[src/rtl/rv_scoreboard_pkg.sv]
// Shared definitions for the rv_scoreboard hazard controller: default sizes,
// register-index width, flush-state encoding and a status bundle for logging.
package rv_scoreboard_pkg;

    localparam int unsigned NREG_DEF         = 32;
    localparam int unsigned MAX_PEND_DEF     = 3;
    localparam int unsigned MAX_INFLIGHT_DEF = 8;
    localparam int unsigned FLUSH_DEPTH_DEF  = 2;

    localparam int unsigned RIDX_W = $clog2(NREG_DEF);
    localparam int unsigned INF_W  = $clog2(MAX_INFLIGHT_DEF + 1);

    typedef enum logic {
        FS_IDLE  = 1'b0,
        FS_FLUSH = 1'b1
    } flush_state_e;

    typedef struct packed {
        logic [NREG_DEF-1:0] pend_vec;
        logic [INF_W-1:0]    inflight;
        logic                err_underflow;
    } sb_status_t;

endpackage

[src/rtl/rv_scoreboard_if.sv]
// Issue / write-back / branch signal bundle between decode, exec and the
// scoreboard. master drives requests, slave is the scoreboard.
interface rv_scoreboard_if #(
    parameter int unsigned NREG         = 32,
    parameter int unsigned MAX_INFLIGHT = 8
);
    localparam int unsigned RIDX_W = $clog2(NREG);
    localparam int unsigned INF_W  = $clog2(MAX_INFLIGHT + 1);

    logic              iss_valid;
    logic [RIDX_W-1:0] iss_rd;
    logic              iss_rd_we;
    logic [RIDX_W-1:0] iss_rs1;
    logic              iss_rs1_use;
    logic [RIDX_W-1:0] iss_rs2;
    logic              iss_rs2_use;
    logic              iss_ready;
    logic              stall;
    logic              wb_valid;
    logic [RIDX_W-1:0] wb_rd;
    logic              br_taken;
    logic              flush;
    logic [NREG-1:0]   pend_vec;
    logic [INF_W-1:0]  inflight;
    logic              err_underflow;

    modport master (
        output iss_valid, iss_rd, iss_rd_we, iss_rs1, iss_rs1_use,
               iss_rs2, iss_rs2_use, wb_valid, wb_rd, br_taken,
        input  iss_ready, stall, flush, pend_vec, inflight, err_underflow
    );

    modport slave (
        input  iss_valid, iss_rd, iss_rd_we, iss_rs1, iss_rs1_use,
               iss_rs2, iss_rs2_use, wb_valid, wb_rd, br_taken,
        output iss_ready, stall, flush, pend_vec, inflight, err_underflow
    );

endinterface

[src/rtl/rv_scoreboard_flush_seq.sv]
// Control-hazard flush sequencer: holds flush high for FLUSH_DEPTH cycles after
// the latest taken branch/jump; a new branch reloads the window.
module rv_flush_seq
    import rv_scoreboard_pkg::*;
#(
    parameter int unsigned FLUSH_DEPTH = FLUSH_DEPTH_DEF
) (
    input  logic clk,
    input  logic rst_n,
    input  logic i_br_taken,
    output logic o_flush
);
    localparam int unsigned CNT_W = (FLUSH_DEPTH < 2) ? 1 : $clog2(FLUSH_DEPTH + 1);

    flush_state_e     r_state;
    flush_state_e     w_state_nxt;
    logic [CNT_W-1:0] r_cnt;
    logic [CNT_W-1:0] w_cnt_nxt;

    always_ff @(posedge clk or negedge rst_n) begin
        if (!rst_n) begin
            r_state <= FS_IDLE;
            r_cnt   <= '0;
        end else begin
            r_state <= w_state_nxt;
            r_cnt   <= w_cnt_nxt;
        end
    end

    // r_cnt counts the flush cycles still to be shown, including the current one
    always_comb begin
        w_state_nxt = r_state;
        w_cnt_nxt   = r_cnt;
        if (i_br_taken) begin
            w_state_nxt = FS_FLUSH;
            w_cnt_nxt   = CNT_W'(FLUSH_DEPTH);
        end else if (r_state == FS_FLUSH) begin
            if (r_cnt <= CNT_W'(1)) begin
                w_state_nxt = FS_IDLE;
                w_cnt_nxt   = '0;
            end else begin
                w_cnt_nxt   = r_cnt - CNT_W'(1);
            end
        end
    end

    assign o_flush = (r_state == FS_FLUSH);

endmodule

[src/rtl/rv_scoreboard.sv]
// Per-register outstanding-write scoreboard with RAW/WAW/in-flight stalls and
// branch flush. Optional RV_SCOREBOARD_BYPASS_EN lets a source whose last
// pending write completes this cycle issue without stalling.
module rv_scoreboard
    import rv_scoreboard_pkg::*;
#(
    parameter int unsigned NREG         = NREG_DEF,
    parameter int unsigned MAX_PEND     = MAX_PEND_DEF,
    parameter int unsigned MAX_INFLIGHT = MAX_INFLIGHT_DEF,
    parameter int unsigned FLUSH_DEPTH  = FLUSH_DEPTH_DEF
) (
    input  logic           CLK,
    input  logic           RST,
    rv_scoreboard_if.slave sb
);
    localparam int unsigned IDX_W = $clog2(NREG);
    localparam int unsigned CNT_W = $clog2(MAX_PEND + 1);
    localparam int unsigned IF_W  = $clog2(MAX_INFLIGHT + 1);

    logic [CNT_W-1:0] r_count     [NREG];
    logic [CNT_W-1:0] w_count_nxt [NREG];
    logic [IF_W-1:0]  r_inflight;
    logic             r_err;
    logic [NREG-1:0]  w_pend;

    logic w_rd_wr, w_wb_hit, w_wb_dec, w_wb_under;
    logic w_raw1, w_raw2, w_pend_full, w_inf_full;
    logic w_ready, w_inc, w_flush;

    assign w_rd_wr    = sb.iss_rd_we & (sb.iss_rd != '0);
    assign w_wb_hit   = sb.wb_valid & (sb.wb_rd != '0);
    assign w_wb_dec   = w_wb_hit & (r_count[sb.wb_rd] != '0);
    assign w_wb_under = w_wb_hit & (r_count[sb.wb_rd] == '0);

    // RAW detection; bypass forgives a source whose single pending write retires now
    always_comb begin
        w_raw1 = sb.iss_rs1_use & (sb.iss_rs1 != '0) & (r_count[sb.iss_rs1] != '0);
        w_raw2 = sb.iss_rs2_use & (sb.iss_rs2 != '0) & (r_count[sb.iss_rs2] != '0);
`ifdef RV_SCOREBOARD_BYPASS_EN
        if ((r_count[sb.iss_rs1] == CNT_W'(1)) && sb.wb_valid && (sb.wb_rd == sb.iss_rs1)) begin
            w_raw1 = 1'b0;
        end
        if ((r_count[sb.iss_rs2] == CNT_W'(1)) && sb.wb_valid && (sb.wb_rd == sb.iss_rs2)) begin
            w_raw2 = 1'b0;
        end
`endif
    end

    assign w_pend_full = w_rd_wr & (r_count[sb.iss_rd] == CNT_W'(MAX_PEND));
    assign w_inf_full  = w_rd_wr & (r_inflight == IF_W'(MAX_INFLIGHT)) & ~w_wb_dec;
    assign w_ready     = sb.iss_valid & ~w_flush & ~w_raw1 & ~w_raw2 & ~w_pend_full & ~w_inf_full;
    assign w_inc       = w_ready & w_rd_wr;

    for (genvar r = 0; r < NREG; r++) begin : g_cnt
        if (r == 0) begin : g_zero
            assign w_count_nxt[r] = '0;
        end else begin : g_reg
            logic w_up, w_dn;
            assign w_up = w_inc & (sb.iss_rd == IDX_W'(r));
            assign w_dn = w_wb_dec & (sb.wb_rd == IDX_W'(r));
            assign w_count_nxt[r] = (w_up & ~w_dn) ? r_count[r] + CNT_W'(1) :
                                    (w_dn & ~w_up) ? r_count[r] - CNT_W'(1) :
                                                     r_count[r];
        end
        assign w_pend[r] = (r_count[r] != '0);
    end

    always_ff @(posedge CLK or negedge RST) begin
        if (!RST) begin
            r_count    <= '{default: '0};
            r_inflight <= '0;
            r_err      <= 1'b0;
        end else begin
            r_count    <= w_count_nxt;
            r_inflight <= r_inflight + IF_W'(w_inc) - IF_W'(w_wb_dec);
            if (w_wb_under) begin
                r_err <= 1'b1;
            end
        end
    end

    rv_flush_seq #(
        .FLUSH_DEPTH (FLUSH_DEPTH)
    ) u_flush_seq (
        .clk        (CLK),
        .rst_n      (RST),
        .i_br_taken (sb.br_taken),
        .o_flush    (w_flush)
    );

    assign sb.iss_ready     = w_ready;
    assign sb.stall         = sb.iss_valid & ~w_ready;
    assign sb.flush         = w_flush;
    assign sb.pend_vec      = w_pend;
    assign sb.inflight      = r_inflight;
    assign sb.err_underflow = r_err;

endmodule

[src/flat_wrapper.sv]
// flat-port wrapper written by rule: the top's interface ports become plain ports
module rv_scoreboard_flat import rv_scoreboard_pkg::*;
#(
    parameter int unsigned NREG         = NREG_DEF,
    parameter int unsigned MAX_PEND     = MAX_PEND_DEF,
    parameter int unsigned MAX_INFLIGHT = MAX_INFLIGHT_DEF,
    parameter int unsigned FLUSH_DEPTH  = FLUSH_DEPTH_DEF
)
  (CLK, RST, sb_iss_valid, sb_iss_rd, sb_iss_rd_we, sb_iss_rs1, sb_iss_rs1_use, sb_iss_rs2, sb_iss_rs2_use, sb_wb_valid, sb_wb_rd, sb_br_taken, sb_iss_ready, sb_stall, sb_flush, sb_pend_vec, sb_inflight, sb_err_underflow);
  rv_scoreboard_if #(.NREG(NREG), .MAX_INFLIGHT(MAX_INFLIGHT)) sb_i ();
  input  logic CLK;
  input  logic RST;
  input wire logic [$bits(sb_i.iss_valid)-1:0] sb_iss_valid;
  input wire logic [$bits(sb_i.iss_rd)-1:0] sb_iss_rd;
  input wire logic [$bits(sb_i.iss_rd_we)-1:0] sb_iss_rd_we;
  input wire logic [$bits(sb_i.iss_rs1)-1:0] sb_iss_rs1;
  input wire logic [$bits(sb_i.iss_rs1_use)-1:0] sb_iss_rs1_use;
  input wire logic [$bits(sb_i.iss_rs2)-1:0] sb_iss_rs2;
  input wire logic [$bits(sb_i.iss_rs2_use)-1:0] sb_iss_rs2_use;
  input wire logic [$bits(sb_i.wb_valid)-1:0] sb_wb_valid;
  input wire logic [$bits(sb_i.wb_rd)-1:0] sb_wb_rd;
  input wire logic [$bits(sb_i.br_taken)-1:0] sb_br_taken;
  output wire logic [$bits(sb_i.iss_ready)-1:0] sb_iss_ready;
  output wire logic [$bits(sb_i.stall)-1:0] sb_stall;
  output wire logic [$bits(sb_i.flush)-1:0] sb_flush;
  output wire logic [$bits(sb_i.pend_vec)-1:0] sb_pend_vec;
  output wire logic [$bits(sb_i.inflight)-1:0] sb_inflight;
  output wire logic [$bits(sb_i.err_underflow)-1:0] sb_err_underflow;
  assign sb_i.iss_valid = sb_iss_valid;
  assign sb_i.iss_rd = sb_iss_rd;
  assign sb_i.iss_rd_we = sb_iss_rd_we;
  assign sb_i.iss_rs1 = sb_iss_rs1;
  assign sb_i.iss_rs1_use = sb_iss_rs1_use;
  assign sb_i.iss_rs2 = sb_iss_rs2;
  assign sb_i.iss_rs2_use = sb_iss_rs2_use;
  assign sb_i.wb_valid = sb_wb_valid;
  assign sb_i.wb_rd = sb_wb_rd;
  assign sb_i.br_taken = sb_br_taken;
  assign sb_iss_ready = sb_i.iss_ready;
  assign sb_stall = sb_i.stall;
  assign sb_flush = sb_i.flush;
  assign sb_pend_vec = sb_i.pend_vec;
  assign sb_inflight = sb_i.inflight;
  assign sb_err_underflow = sb_i.err_underflow;
  rv_scoreboard #(.NREG(NREG), .MAX_PEND(MAX_PEND), .MAX_INFLIGHT(MAX_INFLIGHT), .FLUSH_DEPTH(FLUSH_DEPTH)) u_core (.CLK(CLK), .RST(RST), .sb(sb_i));
endmodule
[config.mk]
export PLATFORM = sky130hd
export DESIGN_NAME = rv_scoreboard_flat
export DESIGN_NICKNAME = d
export VERILOG_FILES = /design/src/rtl/rv_scoreboard_pkg.sv /design/src/rtl/rv_scoreboard_if.sv /design/src/rtl/rv_scoreboard_flush_seq.sv /design/src/rtl/rv_scoreboard.sv /design/src/flat_wrapper.sv
export SDC_FILE = /design/constraint.sdc
export NUM_CORES = 1
export LEC_CHECK = 0
export BUFFER_PORTS_ARGS = -buffer_cell sky130_fd_sc_hd__buf_2
export CAP_MARGIN = 5
export CORE_UTILIZATION = 30
export CTS_CLUSTER_SIZE = 12
export DETAILED_ROUTE_END_ITERATION = 7
export HOLD_SLACK_MARGIN = 0.02
export SETUP_SLACK_MARGIN = 0.02
export SYNTH_ARGS = -nofsm -noshare
export SYNTH_HDL_FRONTEND = slang
export SYNTH_SLANG_ARGS = --single-unit
[constraint.sdc]
create_clock -name CLK -period 5.2 [get_ports CLK]
set_input_delay 1.04 -clock CLK [delete_from_list [all_inputs] [get_ports CLK]]
set_output_delay 1.04 -clock CLK [all_outputs]
set_load 0.01 [all_outputs]
### After elaboration in Yosys (flattened, before gate mapping)

Index checks and enable logic that the tools add are counted.

* equality and inequality tests: 64
* mux-type cells: 80
* bitwise gates (word level): 215
* add/sub/neg operators: 65
* magnitude comparators: 5
* reductions and logical operators: 71

Operator list (count)
* $eq 5x5->1 const B: 32
* $mux 2: 73
* $and 1x1->1: 142
* $reduce_bool 2->1: 66
* $eq 5x4->1 const B: 16
* $not 1->1: 69
* $sub 2x1->2 const B: 32
* $add 2x1->2 const B: 31
* $bmux 2 s5: 4
* $eq 5x3->1 const B: 8
* $ge 6x6->1 const B: 4
* $not 5->6: 4
* $eq 5x2->1 const B: 4
* $reduce_bool 5->1: 4
* $eq 5x1->1 const B: 2
* $add 4x1->4: 1
* $eq 4x4->1 const B: 1
* $sub 4x1->4: 1
* $mux 1: 3
* $eq 2x2->1 const B: 1
* $le 2x1->1 const B: 1
* $logic_not 2->1: 1

* flip-flop bits (word level): 70
* bits of input ports: 28
* logic and storage cells: 535
* output and inout port bits: 40

### Logic depth before layout (Yosys ltp)

Gate-level depths: netlist of the first run.

* depth in word-level cells: 17
* gate-level depth with buffers: 15
* depth with buffers taken out: 13

### Modules after synthesis

A second synthesis of the first run with hierarchy kept.

* cell total of the unflattened synthesis: 585
* area total of the unflattened synthesis: 5576.6 um2

By module, submodules not included
* rv_scoreboard: instances 1, sequential area each 1676.6 um2, area each 5457.7 um2, cells an instance 576
* rv_flush_seq: instances 1, sequential area each 75.1 um2, area each 118.9 um2, cells an instance 9

### Worst setup path before layout of the first run

OpenSTA, ideal clock, no wires.

* kind: input to output
* from: input sb_wb_rd[1]
* to: output sb_stall
* slack: 1.319 ns
* data required time: 4.160 ns
* arrival time: 2.841 ns
* stages on the path: 9
* path buffers: 3
* cell sequence: buf_2 > buf_2 > nand2b_1 > o221ai_1 > a211o_1 > o21a_1 > o21ai_1 > buf_2 > o21a_1

* longest elaborated chain between the ends: 12
* elaborated cells between the ends (all ways): 14

Ends and longest elaborated chain
* from (decl): line flat_wrapper.sv:21 `input wire logic [$bits(sb_i.wb_rd)-1:0] sb_wb_rd;`
* $not 5->6 (not written as such): line rv_scoreboard.sv:32 `assign w_wb_dec = w_wb_hit & (r_count[sb.wb_rd] != '0);`
* $bmux 2 s5: line rv_scoreboard.sv:32
* $mux 2 (not written as such) (2 in series): line rv_scoreboard.sv:32
* $reduce_bool 2->1: line rv_scoreboard.sv:32
* $and 1x1->1 *: line rv_scoreboard.sv:32
* $not 1->1 *: line rv_scoreboard.sv:50 `assign w_inf_full = w_rd_wr & (r_inflight == IF_W'(MAX_INFLIGHT)) & ~w_wb_dec;`
* $and 1x1->1 *: line rv_scoreboard.sv:50
* $not 1->1 *: line rv_scoreboard.sv:51 `assign w_ready = sb.iss_valid & ~w_flush & ~w_raw1 & ~w_raw2 & ~w_pend_full & ~w_inf_full;`
* $and 1x1->1 *: line rv_scoreboard.sv:51
* $not 1->1 *: line rv_scoreboard.sv:92 `assign sb.stall = sb.iss_valid & ~w_ready;`
* $and 1x1->1 *: line rv_scoreboard.sv:92
* to (decl): line flat_wrapper.sv:24 `output wire logic [$bits(sb_i.stall)-1:0] sb_stall;`

Mark *: on every way between the ends. The rest lies on a longest branch, timed or not. The select of a mux whose other input is x is not followed.

### Worst setup path after layout of the first run

* from: input sb_iss_rs2[1]
* to: output sb_stall

* longest elaborated chain between the ends: 12
* elaborated cells between the ends (all ways): 14

Ends and longest elaborated chain
* from (decl): line flat_wrapper.sv:18 `input wire logic [$bits(sb_i.iss_rs2)-1:0] sb_iss_rs2;`
* $not 5->6 (not written as such): line rv_scoreboard.sv:38 `w_raw2 = sb.iss_rs2_use & (sb.iss_rs2 != '0) & (r_count[sb.iss_rs2] != '0);`
* $bmux 2 s5: line rv_scoreboard.sv:38
* $mux 2 (not written as such) (2 in series): line rv_scoreboard.sv:38
* $reduce_bool 2->1: line rv_scoreboard.sv:38
* $and 1x1->1 *: line rv_scoreboard.sv:38
* $not 1->1 *: line rv_scoreboard.sv:51
* $and 1x1->1 * (3 in series): line rv_scoreboard.sv:51
* $not 1->1 *: line rv_scoreboard.sv:92
* $and 1x1->1 *: line rv_scoreboard.sv:92

Marked as above.

==> impl_metrics.yaml, run 1 <==
cts:
  ctsResizeCount: 0
  clock_sinks: 70
  htreeDepth: 3
  path_clk_slew_ns: 0.05
  cts_hold_buf: 0
  cts_buffers: 9
  clockBufferDepth: 2
  clockRootBuffer: "clkbuf_16"
  clk_latency_ns: 0.35
  cts_tree: "yes"
  cts_setup_buffers: 0
hold_path:
  hold_class: "flip-flop to flip-flop"
  hold_path.startpoint: "u_core.sb.err_underflow$_DFFE_PN0P_"
  min_path_cells: 1
floorplanning:
  dieArea_um2: 18900
  core-area_um2: 18000
  pin_count: 68
  fp.dieH_um: 138
  rows: 49
  fp.dieW_um: 138
  start_util_pct: 30.7
setup_path:
  path_max_fanout: 6
  reg2reg_depth: 13
  crit_type: "input port to primary output"
  regToRegSetupSlack_ns: 1.68
  r2r-start: "u_core.r_count[0]$_DFFE_PN0P_"
  crit_end: "sb_stall"
  crit_path_end_kind: "primary output"
  worstPathRequired_ns: 4.16
  crit_path_start: "sb_iss_rs2[1]"
  reg2reg_to: "u_core.r_count[33]$_DFFE_PN0P_"
  cp.arrival_ns: 3.30
  worstSetupStartpointType: "input port"
yosys:
  async_reset_ff_share_pct: 100
  ys_top_cells_by_area: "dfrtp_1 (32%), xor2_1 (9.8%), ha_1 (8.2%)"
  synth_nets: 691
  synth_cell_type_count: 61
  synth_top_area_share_pct: 31.8
  postSynthCellCount: 626
  yosysSeqAreaShare_pct: 31.8
  yosys.area.top_type: "dfrtp_1"
  avgSynthCellArea_um2: 8.81
  synth-edff-count: 0
  synth_seq_cells: 70
  synth_warnings: 0
  synth_top_flop_cell: "dfrtp_1"
  syn_area_um2: 5520
layout:
  fill_cells: 1880
  utilization_pct: 35.0
  drive_above_1_share_pct: 17.7
  nNetsFinal: 745
  diodes: 0
  synthToLayoutAreaGrowth_pct: 14.1
grt:
  grt.overflow.total: 0
  grt_usage_pct: 18.4
  grt_antenna_before_repair: 0
  grt_start_max_net_pins: 71
  grt_pass1_wl_um: 25700
  grt_pass1_vias: 4544
sta:
  hold_viol_final: 0
  finalSetupViolations: 0
  worstMarginPinSlew_ns: 0.935
  fmax_mhz: 230
  min_period_over_period_pct: 83.5
  tns_ns: 0
  final.min_clock_period_ns: 4.34
  slew_viol_final: 0
  max_slew_margin_pct: 37.7
  rsz0062_at_grt: "no"
  fin_skew_ns: 0.00552
placed_design:
  gp_congestion: 0.920
  hpwlAfterDp_um: 12500
  io_buffers: 66
outcome:
  outcome: "finished clean"
power_and_ir_drop:
  max-vdd-ir-drop_v: 0.000217
  p_total_mw: 3.16
  power_density_nw_per_um2: 502
  p_leak_nw: 2.89
route:
  routed_via_density: 5.25
  vias: 4798
  drt_pass1_iterations: 5
  final_antenna_net_count: 0
  drc_errors: 0
  finalWirelength_um: 16400
  wl_per_cell_um: 18.0
  drt_iter0_markers: 374
run:
  drv_cap: 0
[worst min path at each step]
stage,slack (ns),end
6_report,0.46,u_core.sb.err_underflow$_DFFE_PN0P_
5_1_grt,0.47,u_core.sb.err_underflow$_DFFE_PN0P_
4_1_cts,0.46,u_core.sb.err_underflow$_DFFE_PN0P_
3_5_place_dp,0.44,u_core.sb.err_underflow$_DFFE_PN0P_
3_3_place_gp,0.45,u_core.sb.err_underflow$_DFFE_PN0P_
2_1_floorplan,0.45,u_core.u_flush_seq.r_cnt[1]$_DFFE_PN0P_
[cells in the final DEF (no fill, tap or decap), types with 3 or more instances in the layout]
| cell | n |
|---|---|
| a21o_1 | 3 |
| o2111ai_1 | 3 |
| buf_2 | 66 |
| or2_1 | 5 |
| o21ai_0 | 10 |
| mux2_2 | 4 |
| clkbuf_16 | 9 |
| o211ai_1 | 11 |
| inv_1 | 41 |
| mux4_2 | 15 |
| nor2b_1 | 5 |
| xor2_1 | 62 |
| nor2_1 | 77 |
| and3_1 | 3 |
| a31oi_1 | 3 |
| clkinv_2 | 5 |
| nand2_1 | 75 |
| nand4_1 | 3 |
| ha_1 | 36 |
| a2111oi_0 | 5 |
| nor4_1 | 9 |
| or2_2 | 7 |
| a211oi_1 | 7 |
| xnor2_1 | 33 |
| a211o_1 | 4 |
| dfrtp_1 | 70 |
| nor4b_1 | 4 |
| nand2b_1 | 7 |
| nand3_1 | 18 |
| nor3_1 | 37 |
| a21oi_1 | 7 |
| buf_4 | 6 |
[critical path, cell delays in order]
cell and delay [ns]:
buf_2 0.12, inv_1 0.19, mux4_2 0.52, a221oi_1 0.31, a211oi_1 0.09, nor4b_1 0.46, a211o_1 0.25, o21a_1 0.18
buf_2 0.14
[cells in the mapped netlist, drive strengths merged, types with 4 or more instances]
cell and count:
xnor2 33, nor4b 4, a2111oi 5, nand2b 7, or2 12, a211o 4
nor4 10, buf 20, nand3 18, ha 36, o21ai 11, o211ai 11
xor2 62, mux2 4, nand2 75, nor3 38, inv 41, clkbuf 9
mux4 15, a211oi 8, nor2b 5, a21oi 7, nor2 79, dfrtp 70
[flip-flops by register name, indices dropped and copies added (netlist names)]
| signal | flops |
|---|---|
| u_core.u_flush_seq.o_flush | 1 |
| u_core.sb.inflight | 4 |
| u_core.sb.err_underflow | 1 |
| u_core.r_count | 62 |
| u_core.u_flush_seq.r_cnt | 2 |
[kinds of logic after synthesis]
group,share of synthesized area (%)
other,0.0680
muxes,7.12
xor gates and xnor gates,15.1
buffers and inverters,5.60
DFF,31.8
adders and majority gates,8.53
AOI/OAI and AO/OA,9.82
and+or+nand+nor,22.0
[layout make-up]
class,instances,area (um^2),share of cell area [%]
clock inverter,5,25.0,0.398
inverter,41,154,2.45
tap,229,287,4.55
multi-input combinational,486,3460,55.0
timing repair buffer,72,375,5.96
sequential,70,1750,27.8
clock buffer,11,243,3.86
[power breakdown]
group	leakage [nW]	internal [mW]	total, mW	switching, mW
clock	0.139	0.331	0.567	0.236
combinational	1.87	0.644	1.44	0.798
sequential	0.874	0.801	1.15	0.351
[through the flow]
| step | hold WS, ns | cells | worst slack [ns] | area (um^2) |
|---|---|---|---|---|
| after floorplan | 0.449 | 626 | 1.32 | 5520 |
| final | 0.456 | 914 | 0.859 | 6290 |
| after global routing | 0.475 | 914 | 0.704 | 6290 |
| after detailed placement | 0.443 | 898 | 0.830 | 6030 |
| after CTS | 0.457 | 914 | 0.836 | 6290 |
| after global placement | 0.447 | 898 | 0.866 | 6030 |
[metal layers]
layer | track usage, % | part of all wire (%) | vias up
li1 | - | - | 2268
met3 | 3.97 | 5.9 | 36
met4 | 7.88 | 3.2 | 0
met1 | 24.6 | 44 | 2319
met5 | 0 | 0 | -
met2 | 28.6 | 46 | 175
(Power assumes the default switching activity.)
==> inputs of run 2 (changes only) <==
--- a/config.mk
+++ b/config.mk
@@ -5,6 +5,7 @@
 export SDC_FILE = /design/constraint.sdc
 export NUM_CORES = 1
 export LEC_CHECK = 0
+export ABC_AREA = 1
 export BUFFER_PORTS_ARGS = -buffer_cell sky130_fd_sc_hd__buf_2
 export CAP_MARGIN = 5
 export CORE_UTILIZATION = 30
==> constraint.sdc (replaced) <==
create_clock -name CLK -period 4.5 [get_ports CLK]
set_input_delay 0.9 -clock CLK [delete_from_list [all_inputs] [get_ports CLK]]
set_output_delay 0.9 -clock CLK [all_outputs]
set_load 0.01 [all_outputs]
==> run 2 against run 1 <==
Total power increased by 10%. Cell area rose by 14%. Highest routed layer unchanged. Combinational power increased by 6%. Utilization rose by 0.30 points. Largest power group unchanged.
==> impl_metrics.yaml, run 2 <==
outcome:
  outcome: "finished clean"
cts:
  clockRootBuffer: "clkbuf_16"
  ctsResizeCount: 0
  cts_hold_buf: 0
  cts_buffers: 9
  clockBufferDepth: 2
  clock_sinks: 70
  cts_setup_buffers: 0
  path_clk_slew_ns: 0.06
  cts_tree: "yes"
  clk_latency_ns: 0.36
  htreeDepth: 3
sta:
  slew_viol_final: 0
  fmax_mhz: 260
  whs_ns: 0.465
  fin_skew_ns: 0.00833
  hold_viol_final: 0
  min_period_over_period_pct: 85.4
  finalSetupViolations: 0
  final.min_clock_period_ns: 3.84
  rsz0062_at_grt: "no"
  max_slew_margin_pct: 35.3
  tns_ns: 0
  worstMarginPinSlew_ns: 0.971
route:
  wl_per_cell_um: 16.3
  vias: 6250
  drt_pass1_iterations: 7
  drt_iter0_markers: 587
  routed_via_density: 4.80
  final_antenna_net_count: 0
  finalWirelength_um: 21200
  drc_errors: 0
grt:
  grt_pass1_wl_um: 33300
  grt.overflow.total: 0
  grt_pass1_vias: 5968
  grt_start_max_net_pins: 71
  grt_antenna_before_repair: 0
  grt_usage_pct: 20.6
layout:
  utilization_pct: 35.3
  regArea_um2: 1750
  synthToLayoutAreaGrowth_pct: 15.1
  diodes: 0
  multi_input_area_um2: 3850
  final_common_cell: "nand2_1"
  nNetsFinal: 1091
  largest_reg_flops: 62
  drive_above_1_share_pct: 14.0
  fill_cells: 2219
  largest_register: "u_core.r_count"
  final_cell_mix: "nand2_1 (315), inv_1 (112), nor2_1 (81)"
setup_path:
  worstPathRequired_ns: 3.60
  path_max_fanout: 18
  regToRegSetupSlack_ns: 1.70
  worstSetupStartpointType: "input port"
  reg2reg_to: "u_core.r_count[61]$_DFFE_PN0P_"
  reg2reg_depth: 18
  crit_path_end_kind: "primary output"
  r2r-start: "u_core.r_count[32]$_DFFE_PN0P_"
  crit_type: "input port to primary output"
  cp.arrival_ns: 2.94
power_and_ir_drop:
  p_total_mw: 3.49
  p_leak_nw: 3.53
  max-vdd-ir-drop_v: 0.000194
  power_density_nw_per_um2: 486
run:
  drv_cap: 0
yosys:
  synth-edff-count: 0
  synth_top_flop_cell: "dfrtp_1"
  avgSynthCellArea_um2: 6.47
  ys_top_cells_by_area: "dfrtp_1 (28%), nand2_1 (19%), ha_1 (7.2%)"
  syn_area_um2: 6230
  async_reset_ff_share_pct: 100
  synth_warnings: 0
  synth_cell_type_count: 31
  synth_seq_cells: 70
  yosys.area.top_type: "dfrtp_1"
  synth_top_area_share_pct: 28.1
  synth_nets: 1029
  yosysMostFrequentCell: "nand2_1"
  yosysSeqAreaShare_pct: 28.1
  synth_commonest_cells: "nand2_1 (315), inv_1 (112), nor2_1 (81), nand3_1 (72), dfrtp_1 (70)"
  postSynthCellCount: 964
hold_path:
  hold_path.startpoint: "u_core.sb.err_underflow$_DFFE_PN0P_"
  hold_class: "flip-flop to flip-flop"
  min_path_cells: 1
  hold_end: "u_core.sb.err_underflow$_DFFE_PN0P_"
placed_design:
  hpwlAfterDp_um: 16700
  io_buffers: 66
  gp_congestion: 0.943
floorplanning:
  core-area_um2: 20300
  fp.dieW_um: 146
  fp.dieH_um: 146
  dieArea_um2: 21400
  rows: 52
  start_util_pct: 30.7
  pin_count: 68
[run 2: cell types whose count changed after synthesis, moves of 33 or more]
cell     delta
o21ai_0    +59
nor3_1     -37
inv_1      +71
nand3_1    +54
a21oi_1    +48
xor2_1     -33
nor2_2     +33
nand2_1   +240
[run 2: how the worst max path moves through the flow]
| stage | cells after the start | startpoint | to |
|---|---|---|---|
| 2_1_floorplan | 13 | sb_iss_rd[0] | sb_stall |
| 3_3_place_gp | 17 | sb_iss_rs1[0] | u_core.r_count[51]$_DFFE_PN0P_ |
| 3_5_place_dp | 21 | sb_wb_rd[0] | u_core.r_count[61]$_DFFE_PN0P_ |
| 4_1_cts | 16 | sb_wb_rd[0] | sb_iss_ready |
| 5_1_grt | 16 | sb_wb_rd[0] | sb_stall |
| 6_report | 16 | sb_wb_rd[0] | sb_iss_ready |
[run 2: per-layer routing]
metal | share of wire (%) | global-route usage, %
met1 | 45 | 27.6
met2 | 45 | 32.1
met3 | 5.9 | 2.94
met4 | 4.2 | 11.2
met5 | 0 | 0
[run 2: area by class of cell]
cell class	count	area share, %
multi-input cells	746	53.6
repair buffers	84	6.70
flip-flops and latches	70	24.4
well taps	270	4.71
inverters	115	6.02
clock inverters	6	1.19
clock buffers	10	3.33
[run 2: where the power goes]
group | internal [mW] | leakage (nW) | switching [mW]
sequential | 0.901 | 0.814 | 0.275
combinational | 0.535 | 2.56 | 0.983
clock | 0.498 | 0.154 | 0.296
total | 1.93 | 3.53 | 1.55
[run 2: logic make-up (layout without fill, tap and decap cells)]
kind of cell / count (synthesis) / in the layout / synth area share (%)
buf+inv: 148 / 215 / 10.2
other cells: 1 / 1 / 0.0601
flops: 70 / 70 / 28.1
xor+xnor: 64 / 64 / 8.99
simple gates: 515 / 515 / 34.7
compound gates: 129 / 129 / 10.4
fa+ha+maj: 37 / 37 / 7.55
[run 2: stage by stage]
step | instance area, um^2 | worst slack, ns | instances
global route | 7170 | 0.428 | 1301
CTS | 7170 | 0.671 | 1301
floorplan | 6230 | 1.40 | 964
global placement | 6850 | 0.635 | 1285
detailed placement | 6850 | 0.585 | 1285
finish | 7170 | 0.659 | 1301
[run 2: worst max-delay path: stages]
cell     delay (ns)
buf_2          0.31
inv_1          0.34
nand2_1        0.13
nand2_1        0.06
nand2_1        0.05
nand2_1        0.07
nand2_1        0.08
nand2_1        0.05
nor2_1         0.18
nand2_1        0.12
nand3_2        0.14
nand2_1        0.06
nand2_1        0.11
nand2_1        0.07
and2_1         0.13
buf_2          0.13
==> inputs of run 3 (changes only) <==
--- a/config.mk
+++ b/config.mk
@@ -8,7 +8,9 @@
 export ABC_AREA = 1
 export BUFFER_PORTS_ARGS = -buffer_cell sky130_fd_sc_hd__buf_2
 export CAP_MARGIN = 5
+export CORE_MARGIN = 1
 export CORE_UTILIZATION = 30
+export CTS_CLUSTER_DIAMETER = 60
 export CTS_CLUSTER_SIZE = 12
 export DETAILED_ROUTE_END_ITERATION = 7
 export HOLD_SLACK_MARGIN = 0.02
==> constraint.sdc (replaced) <==
create_clock -name CLK -period 3.9 [get_ports CLK]
set_input_delay 0.78 -clock CLK [delete_from_list [all_inputs] [get_ports CLK]]
set_output_delay 0.78 -clock CLK [all_outputs]
set_load 0.01 [all_outputs]
==> run 3 against run 2 <==
Non-clock buffer count up 7. Global-route usage rose by 0.33 points. Cell count increased by 0.46%. Critical endpoint unchanged. Largest power group unchanged. Highest routed layer unchanged.
==> impl_metrics.yaml, run 3 (synthesis results as in run 2) <==
layout:
  drive_above_1_share_pct: 14.5
  synthToLayoutAreaGrowth_pct: 15.7
  diodes: 0
  multi_input_area_um2: 3850
  largest_reg_flops: 62
  regArea_um2: 1750
  final_common_cell: "nand2_1"
  fill_cells: 2267
  largest_register: "u_core.r_count"
  stdcell_count: 1307
  final_cell_mix: "nand2_1 (315), inv_1 (112), nor2_1 (81)"
  nNetsFinal: 1098
setup_path:
  crit_path_start: "sb_wb_rd[0]"
  worstSetupStartpointType: "input port"
  path_max_fanout: 10
  cp_common_cell: "nand2_1"
  path_cells: "buf_2, inv_1, buf_4, nand3_1, nand2_1, nor2_1, nand2_1, nand2_1, nand2_1, inv_1, nand2_2, nand3_2, nand2_1, nand2_1, nand2_1, and2_1, buf_2"
  path_buf_inv: 5
  crit_path_end_kind: "primary output"
  crit_type: "input port to primary output"
  crit_path_max_incr_delay_ns: 0.38
  crit_path_top_delay_cell: "inv_1"
  r2r-start: "u_core.r_count[34]$_DFFE_PN0P_"
  cp.arrival_ns: 2.65
  crit_family: "simple AND/OR/NAND/NOR gates"
  worstPathRequired_ns: 3.12
placed_design:
  io_buffers: 66
  hpwlAfterDp_um: 17100
  gp_congestion: 0.943
  dpl.cell_count: 1292
  place_ws_ns: 0.241
grt:
  grt_pass1_wl_um: 34100
  met1_usage_pct: 27.7
  grt_util_met3_pct: 4.38
  grt.overflow.total: 0
  busiest_layer: "met2"
  grt_usage_pct: 21.0
  met2_usage_pct: 32.7
  grt_start_max_net_pins: 71
  grt_antenna_before_repair: 0
  grt_pass1_vias: 6073
sta:
  slew_viol_final: 0
  whs_ns: 0.471
  tns_ns: 0
  layout_setup_ws_ns: 0.472
  final.min_clock_period_ns: 3.43
  rsz0062_at_grt: "no"
  fmax_mhz: 292
  hold_viol_final: 0
  min_period_over_period_pct: 87.9
  worstMarginPinSlew_ns: 0.953
  max_slew_margin_pct: 36.5
  fin_skew_ns: 0.00630
  finalSetupViolations: 0
cts:
  cts_setup_buffers: 0
  path_clk_slew_ns: 0.06
  cts_hold_buf: 0
  cts_buffers: 9
  cts_tree: "yes"
  clock_sinks: 70
  htreeDepth: 3
  clk_latency_ns: 0.35
  clockRootBuffer: "clkbuf_16"
  ctsResizeCount: 0
  clockBufferDepth: 2
floorplanning:
  rows: 52
  dieArea_um2: 21400
  pin_count: 68
  start_util_pct: 30.7
  core-area_um2: 20300
  fp.dieH_um: 146
  fp.dieW_um: 146
power_and_ir_drop:
  p_leak_nw: 3.56
  p_total_mw: 4.00
  max-vdd-ir-drop_v: 0.000240
  power_density_nw_per_um2: 554
route:
  vias: 6244
  drc_errors: 0
  wl_per_cell_um: 16.4
  final_antenna_net_count: 0
  drt_pass1_iterations: 5
  drt_iter0_markers: 547
  routed_via_density: 4.78
  finalWirelength_um: 21400
hold_path:
  hold_class: "flip-flop to flip-flop"
  hold_path.startpoint: "u_core.u_flush_seq.r_cnt[0]$_DFFE_PN0P_"
run:
  drv_cap: 0
outcome:
  outcome: "finished clean"
[run 3: worst paths after layout]
check	end	slack, ns	cells past startpoint
max	sb_iss_ready	0.47	17
min	u_core.u_flush_seq.r_cnt[0]$_DFFE_PN0P_	0.47	1
max reg2reg	u_core.r_count[7]$_DFFE_PN0P_	0.91	16
min reg2reg	u_core.u_flush_seq.r_cnt[0]$_DFFE_PN0P_	0.47	1
max in group asynchronous	u_core.r_count[27]$_DFFE_PN0P_	2.70	1
min in group asynchronous	u_core.r_count[47]$_DFFE_PN0P_	0.59	1
[run 3: metrics by stage]
stage	utilization [%]	instance area [um^2]
floorplan	-	6230
global placement	34.1	6930
detailed placement	34.1	6930
CTS	35.5	7220
global route	35.5	7220
finish	35.5	7220
[run 3: power by group]
part | internal, mW | switching (mW) | total [mW]
Clock | 0.490 | 0.341 | 0.831
Combinational | 0.626 | 1.19 | 1.82
Sequential | 1.04 | 0.309 | 1.35
[run 3: layout make-up]
cell class | count | area share, %
Clock buffer | 9 | 3.12
Clock inverter | 6 | 0.884
Inverter | 115 | 5.98
Multi-Input combinational cell | 746 | 53.3
Sequential cell | 70 | 24.3
Tap cell | 270 | 4.68
Timing Repair Buffer | 91 | 7.73
[run 3: layer usage]
layer | part of all wire [%] | vias to the layer above
li1 | - | 3150
met1 | 44 | 2836
met2 | 45 | 212
met3 | 6.8 | 46
met4 | 4.0 | 0
met5 | 0 | -
